File: src/rtl/rectangle128_keysched_pkg.sv
// Shared constants, FSM encodings and key-state helpers for the RECTANGLE128 key schedule.
package rectangle128_keysched_pkg;

  localparam int unsigned RECT_NUM_RKEYS = 26;
  localparam int unsigned RECT_ADDR_W    = 5;
  localparam int unsigned RECT_KEY_W     = 128;
  localparam int unsigned RECT_RK_W      = 64;
  localparam int unsigned RECT_ROW_W     = 32;
  localparam int unsigned RECT_RC_W      = 5;

  localparam logic [RECT_RC_W-1:0] RECT_RC_INIT = 5'h01;

  localparam logic [1:0] IDLE   = 2'd0;
  localparam logic [1:0] EXPAND = 2'd1;
  localparam logic [1:0] READY  = 2'd2;

  // 128-bit key state viewed as four 32-bit rows; row0 occupies the low bits.
  typedef struct packed {
    logic [RECT_ROW_W-1:0] row3;
    logic [RECT_ROW_W-1:0] row2;
    logic [RECT_ROW_W-1:0] row1;
    logic [RECT_ROW_W-1:0] row0;
  } key_rows_t;

  function automatic logic [RECT_RC_W-1:0] rc_next(input logic [RECT_RC_W-1:0] rc);
    return {rc[3:0], rc[4] ^ rc[2]};
  endfunction

  function automatic logic [RECT_RK_W-1:0] rk_extract(input key_rows_t k);
    return {k.row3[15:0], k.row2[15:0], k.row1[15:0], k.row0[15:0]};
  endfunction

endpackage

File: src/rtl/rectangle128_sbox.sv
// RECTANGLE 4-bit S-box; bit 0 of x/y_c maps to row 0 of the key/state column.
module rectangle128_sbox (
  input  logic [3:0] x,
  output logic [3:0] y_c
);

  always_comb begin
    y_c = 4'h0;
    case (x)
      4'h0: y_c = 4'h6;
      4'h1: y_c = 4'h5;
      4'h2: y_c = 4'hC;
      4'h3: y_c = 4'hA;
      4'h4: y_c = 4'h1;
      4'h5: y_c = 4'hE;
      4'h6: y_c = 4'h7;
      4'h7: y_c = 4'h9;
      4'h8: y_c = 4'hB;
      4'h9: y_c = 4'h0;
      4'hA: y_c = 4'h3;
      4'hB: y_c = 4'hD;
      4'hC: y_c = 4'h8;
      4'hD: y_c = 4'hF;
      4'hE: y_c = 4'h4;
      4'hF: y_c = 4'h2;
      default: y_c = 4'h0;
    endcase
  end

endmodule

File: src/rtl/rectangle128_keysched.sv
// RECTANGLE128 key expansion into a 26-entry round-key store with combinational read.
// Optional RECTANGLE128_KEY_ZEROIZE_EN adds a single-cycle zeroize input.
module rectangle128_keysched
  import rectangle128_keysched_pkg::*;
#(
  parameter int unsigned           NUM_RKEYS = RECT_NUM_RKEYS,
  parameter logic [RECT_RC_W-1:0]  RC_INIT   = RECT_RC_INIT
) (
  input  logic                   Clk,
  input  logic                   Rst,
`ifdef RECTANGLE128_KEY_ZEROIZE_EN
  input  logic                   zeroize,
`endif
  input  logic                   keyLoad,
  input  logic [RECT_KEY_W-1:0]  masterKey,
  input  logic [RECT_ADDR_W-1:0] RAddr,
  output logic [RECT_RK_W-1:0]   roundKey,
  output logic                   skey_ready,
  output logic                   busy
);

  logic [1:0]             state_q, state_d;
  key_rows_t              key_q, sb_rows, nx_rows;
  logic [RECT_RC_W-1:0]   rc_q;
  logic [RECT_ADDR_W-1:0] idx_q;
  logic [RECT_RK_W-1:0]   mem [NUM_RKEYS];
  logic [3:0]             sb_col [8];
  logic                   idx_last;
  logic                   zero_c;

`ifdef RECTANGLE128_KEY_ZEROIZE_EN
  assign zero_c = zeroize;
`else
  assign zero_c = 1'b0;
`endif

  assign idx_last = (idx_q == RECT_ADDR_W'(NUM_RKEYS - 1));

  // Column S-boxes on the eight low columns of the key state.
  for (genvar j = 0; j < 8; j++) begin : g_sbox
    rectangle128_sbox u_sbox (
      .x   ({key_q.row3[j], key_q.row2[j], key_q.row1[j], key_q.row0[j]}),
      .y_c (sb_col[j])
    );
  end

  // S-box substitution, generalized Feistel row mix and round constant.
  always_comb begin
    sb_rows = key_q;
    for (int j = 0; j < 8; j++) begin
      sb_rows.row0[j] = sb_col[j][0];
      sb_rows.row1[j] = sb_col[j][1];
      sb_rows.row2[j] = sb_col[j][2];
      sb_rows.row3[j] = sb_col[j][3];
    end
    nx_rows.row0 = {sb_rows.row0[23:0], sb_rows.row0[31:24]} ^ sb_rows.row1
                   ^ RECT_ROW_W'(rc_q);
    nx_rows.row1 = sb_rows.row2;
    nx_rows.row2 = sb_rows.row3;
    nx_rows.row3 = {sb_rows.row3[15:0], sb_rows.row3[31:16]} ^ sb_rows.row0;
  end

  // Next-state logic; a load restarts expansion from any state.
  always_comb begin
    state_d = state_q;
    case (state_q)
      IDLE:    if (keyLoad) state_d = EXPAND;
      EXPAND:  if (!keyLoad && idx_last) state_d = READY;
      READY:   if (keyLoad) state_d = EXPAND;
      default: state_d = IDLE;
    endcase
  end

  always_ff @(posedge Clk) begin
    if (Rst || zero_c) begin
      state_q    <= IDLE;
      key_q      <= '0;
      rc_q       <= Rst ? RC_INIT : '0;
      idx_q      <= '0;
      skey_ready <= 1'b0;
      busy       <= 1'b0;
      for (int i = 0; i < int'(NUM_RKEYS); i++) mem[i] <= '0;
    end else begin
      state_q    <= state_d;
      busy       <= (state_d == EXPAND);
      skey_ready <= (state_d == READY);
      if (keyLoad) begin
        key_q <= key_rows_t'(masterKey);
        rc_q  <= RC_INIT;
        idx_q <= '0;
      end else if (state_q == EXPAND) begin
        mem[idx_q] <= rk_extract(key_q);
        key_q      <= nx_rows;
        rc_q       <= rc_next(rc_q);
        idx_q      <= idx_q + RECT_ADDR_W'(1);
      end
    end
  end

  // Unmapped addresses read as zero; no bypass of same-cycle writes.
  assign roundKey = (32'(RAddr) < NUM_RKEYS) ? mem[RAddr] : '0;

endmodule

File: config.mk
export PLATFORM = sky130hd
export DESIGN_NAME = rectangle128_keysched
export DESIGN_NICKNAME = d
export VERILOG_FILES = /design/src/rtl/rectangle128_keysched_pkg.sv /design/src/rtl/rectangle128_sbox.sv /design/src/rtl/rectangle128_keysched.sv
export SDC_FILE = /design/constraint.sdc
export NUM_CORES = 2
export LEC_CHECK = 0
export CAP_MARGIN = 20
export CORE_MARGIN = 2
export CORE_UTILIZATION = 39
export DETAILED_ROUTE_END_ITERATION = 8
export PLACE_DENSITY_LB_ADDON = 0.05
export SYNTH_ARGS = -nofsm -noshare
export SYNTH_HDL_FRONTEND = slang
export SYNTH_SLANG_ARGS = --single-unit
File: constraint.sdc
create_clock -name Clk -period 7.85 [get_ports Clk]
set_input_delay 1.1775 -clock Clk [delete_from_list [all_inputs] [get_ports Clk]]
set_output_delay 1.1775 -clock Clk [all_outputs]
set_load 0.01 [all_outputs]
## Yosys cells after proc, flatten, opt, wreduce, memory -nomap -nowiden

Memories as Yosys holds them, arrays and structs flattened. A register that Yosys moved wholly into a read port is not among the register bits.
Cells that the tools add are included.

- Flip-flop bits (word level): 142
- Memory bits (writable): 1664
- ROM bits: 512
- Input port bits: 136
- Output and inout bits: 66
- Memories kept: 9

Memories:

| memory | words | width | rd ports | clocked after Yosys merged registers in | wr ports | line | text |
|---|---|---|---|---|---|---|---|
| mem | 26 | 64 | 1 | 0 | 26 | rectangle128_keysched.sv:26 | `logic [RECT_RK_W-1:0] mem [NUM_RKEYS];` |
| (no name shown) | 16 | 4 | 1 | 1 | 0 | rectangle128_sbox.sv:9 | `case (x)` |
| (no name shown) | 16 | 4 | 1 | 1 | 0 | rectangle128_sbox.sv:9 |  |
| (no name shown) | 16 | 4 | 1 | 1 | 0 | rectangle128_sbox.sv:9 |  |
| (no name shown) | 16 | 4 | 1 | 1 | 0 | rectangle128_sbox.sv:9 |  |
| (no name shown) | 16 | 4 | 1 | 1 | 0 | rectangle128_sbox.sv:9 |  |
| +3 memories | - | - | - | - | - | - |  |

- $add $sub $neg: 1
- Order comparisons: 1
- Equal/unequal tests: 5
- Mux-type cells: 31
- Bitwise operators: 4
- Reduce and logical (&&, ||, !) cells: 7

Operator list:

| kind | number |
|---|---|
| two-way mux 128 bit | 2 |
| two-way mux 64 bit | 2 |
| two-way mux 4 bit | 16 |
| OR reduction 64 bit | 1 |
| bitwise XOR 32 bit | 2 |
| bitwise XOR 32 x 5 -> 32 bit | 1 |
| two-way mux 1 bit | 7 |
| adder 5 x 1 -> 5 bit (second input constant) | 1 |
| == test 5 bit (second input constant) | 1 |
| less-than comparator 5 bit (second input constant) | 1 |
| two-way mux 5 bit | 1 |
| == test 2 x 1 -> 1 bit (second input constant) | 2 |
| == test 2 bit (second input constant) | 2 |
| two-way mux 2 bit | 2 |
| case mux 2 bit (2 select lines) | 1 |
| OR reduction 2 bit | 2 |
| zero test 2 bit | 1 |
| nonzero test 2 bit | 1 |
| logical AND 1 bit | 1 |
| zero test 1 bit | 1 |
| bitwise XOR 1 bit | 1 |

## Logic depth before layout (Yosys ltp)

- Depth in word-level cells: 7
- Gate-level depth with buffers: 13

## By module

Synthesis repeated with hierarchy kept, for this count alone.

- Cells, all modules: 6029
- Area, all modules: 83674.0 µm²

Modules (own cells, without submodules):

| module | instances | cells each | area each (µm²) |
|---|---|---|---|
| rectangle128_keysched | 1 | 5837 | 82112.5 |
| rectangle128_sbox | 8 | 24 | 195.2 |

## Least setup slack after synthesis

No wires, ideal clock.

- Path type: input to register
- Start: input port keyLoad
- End: memory mem[1][0] (enable)
- Setup time: 0.574 ns
- Arrival: 6.558 ns
- Slack: 0.718 ns
- Stages: 6
- Path buffers: 3
- Path through: buf_2 -> nor2_2 -> nand3_2 -> buf_2 -> clkbuf_1 -> o21ai_0

RTL lines:

| what | line | text |
|---|---|---|
| from (decl) | rectangle128_keysched.sv:14 | `input logic keyLoad,` |
| to (decl) | rectangle128_keysched.sv:26 |  |

## Worst setup path after layout

- Start: input port RAddr[0]
- End: output port roundKey[30]

- Word-level cells in the longest chain between the ends: 2
- Elaborated cells between the ends (all ways): 3
- Classes of those cells: 1 x order compare; 1 x mux; 1 x memory

Ends and longest elaborated chain:

| what | line | text |
|---|---|---|
| from (decl) | rectangle128_keysched.sv:16 | `input logic [RECT_ADDR_W-1:0] RAddr,` |
| memory (26 x 64 bit) / less-than comparator 5 bit (equally long branches) | - |  |
| two-way mux 64 bit * | rectangle128_keysched.sv:101 | `assign roundKey = (32'(RAddr) < NUM_RKEYS) ? mem[RAddr] : '0;` |
| to (decl) | rectangle128_keysched.sv:17 | `output logic [RECT_RK_W-1:0] roundKey,` |

Every way passes the cells marked *; elsewhere a longest branch is shown, timed or not.

==> flow_summary.ini <==
[status]
status = finished, final reports clean

[setup_path]
worstReg2RegEnd = mem[22][48]
path_cells = buf_8 > buf_4 > buf_4 > mux4_2 > nor2b_1 > o311ai_0 > o221ai_1 > clkdlybuf4s50_1
crit_fanout = 54
worstSetupStartpoint = RAddr[0]
cp_top_family = buffers and inverters
worstSetupPathType = input pin to output port
ff2ff_path_depth = 5
cp-end-kind = output port
reg2reg_slack_ns = 3.22
crit_top_cell = buf_4
arrival_ns = 4.93
path_buf_inv = 4
cp_data_required_time_ns = 6.67
slowest_stage = clkdlybuf4s50_1
crit_path_start_kind = input pin
cp_slowest_stage_delay_ns = 0.61
r2r-start = state_q[1]

[layout]
fin_area_um2 = 97300
final-seq-area_um2 = 53500
final_common_cell = edfxtp_1
multiInputGateArea_um2 = 29400
nNetsFinal = 6272
nFillCells = 19288
fin_util_pct = 44.7
layout_common_cells = 1664 x edfxtp_1, 1541 x and2_1, 384 x mux4_2, 252 x nor2_1, 210 x clkbuf_16
synthToLayoutAreaGrowth_pct = 13.9
drive_gt1_share_pct = 14.8

[power]
leakage_nw = 34.8
p_comb_share_pct = 9.1
p_int_mw = 17.0
pwr-share-clk_pct = 40.9
ir_worst_vdd_uv = 237
p_seq_share_pct = 50.0
cellPowerDensity_nw_per_um2 = 231
p_sw_mw = 5.51
p_sw_share_pct = 24.5

[logic_synthesis]
synth_area_leaders = edfxtp_1 59%, and2_1 11%, mux4_2 10%, dfxtp_1 4.1%, mux2i_1 2.4%
ys_types = 84
netlist.area_leader.share_pct = 58.5
synth_edf_count = 1664
synthFlopType = edfxtp_1
syn_area_per_cell_um2 = 14.0
yosys.area.top_type = edfxtp_1
ys_warn_count = 0
postSynth.asyncResetShare_pct = 0
syn_area_um2 = 85400
ys_ff_latch = 1838
netlist_instances = 6098
syn_nets = 6286
seq_area_frac_synth_pct = 62.6

[run]
cap_violations = 0

[sta]
timing_max_transition_violations_final = 0
tightest_slew_ns = 1.21
fin_setup_tns_ns = 0
hold_viol_final = 0
layout_setup_ws_ns = 1.74
finalClockSkew_ns = 0.0332
grt_setup_unrepaired = no
max_slew_margin_pct = 19.3
min_period_ns = 6.11
finalSetupViolations = 0
max_freq_mhz = 164
finalCritPeriodShare_pct = 77.8

[die]
io_pins = 202
die_x_um = 472
core_um2 = 217000
rows = 171
initial_core_util_pct = 39.3
die_h_um = 472
die-area_um2 = 223000

[placement]
dp_hpwl_um = 162000
portBuffers = 201
place_area_um2 = 90700
post-place-ws_ns = 1.67
place.gp.congestion = 0.768

[clocking]
cts_buffer_depth = 3
cts_hold_buf = 0
cts_tree = yes
cts_resized = 0
clk_pin_slew_ns = 0.05
cts_sinks = 1838
postCtsSetupBuffers = 0
cts_root_buf = clkbuf_16
numCtsBuffers = 207
clk_latency_ns = 0.86
htree_levels = 4

[route]
drc = 0
wl_per_cell_um = 32.8
drt_iter0_markers = 6166
vias_per_cell = 5.65
dr.pass1.iters = 6
drt_wl_total_um = 299000
ant_nets = 0
vias = 51519

[global_route]
overflow = 0
antenna_found_initial = 67
grtUsageTotal_pct = 26.7
grt_max_degree = 111
grt_pass1_vias = 52062
grt_pass1_wl_um = 417000

[hold_path]
min_from = rc_q[3]
hold_end = rc_q[3]
hold_depth = 2
hold_path_class = register to register
[registers in the layout, summed over array words and instances (netlist names)]
register / flops
idx_q: 5
state_q: 2
rc_q: 5
mem: 1664
g_sbox.u_sbox.y_c: 32
skey_ready: 1
busy: 1
key_q: 128
[power groups by stage]
stage / clock (mW) / sequential (mW) / combinational [mW]
5_1_grt: 9.71 / 11.3 / 2.17
3_5_place_dp: 0 / 11.5 / 1.99
2_1_floorplan: 0 / 11.4 / 1.18
4_1_cts: 9.36 / 11.3 / 2.00
6_report: 9.20 / 11.2 / 2.05
3_3_place_gp: 0 / 11.5 / 1.95
[worst max-delay path by stage]
stage	end	slack (ns)	cells after the start
global route	roundKey[30]	1.62	8
global placement	roundKey[30]	1.69	8
finish	roundKey[30]	1.74	8
CTS	roundKey[30]	1.69	8
detailed placement	roundKey[30]	1.67	8
floorplan	mem[1][0]	0.72	6
[cells by family (layout without fill, tap and decap cells)]
group	after synthesis	in the layout	synth area share, %
and+or+nand+nor	2261	2261	15.2
muxes	596	596	12.6
AOI/OAI and AO/OA	551	551	4.45
DFF	1838	1838	62.6
adders and majority gates	52	52	0.762
other	0	15	0
buffers and inverters	730	878	3.53
xor gates and xnor gates	70	70	0.783
[Yosys cell counts (9+ instances only)]
cell	number
o22ai_1	12
edfxtp_1	1664
nor3_1	134
o311ai_0	48
a31oi_1	16
nor2_1	267
o211ai_1	13
a211oi_1	58
o21a_1	11
buf_2	93
a21oi_1	170
o21ai_0	94
mux4_2	384
nor2b_1	58
nand2_1	169
nand2b_1	25
o221ai_1	54
mux2i_1	205
ha_1	52
xnor2_1	59
nor2_2	12
and2_1	1541
inv_1	117
dfxtp_1	174
clkbuf_1	425
buf_4	25
buf_1	51
a22o_1	9
[area by class of cell]
class                           instances  area share (%)
Sequential cell                      1838            55.0
Multi-Input combinational cell       3530            30.2
Clock buffer                          280            5.72
Timing Repair Buffer                  384            4.26
Tap cell                             2854            3.67
Clock inverter                         91           0.644
Inverter                              123           0.476
Antenna cell                           15          0.0386
[routing by layer]
metal,up-vias,wire [um],global-route usage (%)
met1,26931,128000,37.1
met2,1999,141000,42.8
met3,400,23300,5.50
li1,22141,-,-
met4,48,6900,6.93
met5,-,316,0
[through the flow]
stage | hold WS [ns] | instances | total power [mW]
finish | 0.485 | 9115 | 22.5
global route | 0.523 | 9103 | 23.2
CTS | 0.481 | 9084 | 22.6
detailed placement | 0.465 | 8713 | 13.5
global placement | 0.469 | 8700 | 13.4
floorplan | 0.446 | 6098 | 12.6
[worst register-to-register path, cell delays in order, from the launching register on]
cell	delay, ns
dfxtp_1	0.29
buf_4	0.21
and2b_4	0.69
nand3_2	0.87
o21ai_4	1.18
buf_4	0.94
No activity file was read; power rests on OpenSTA's default activity.
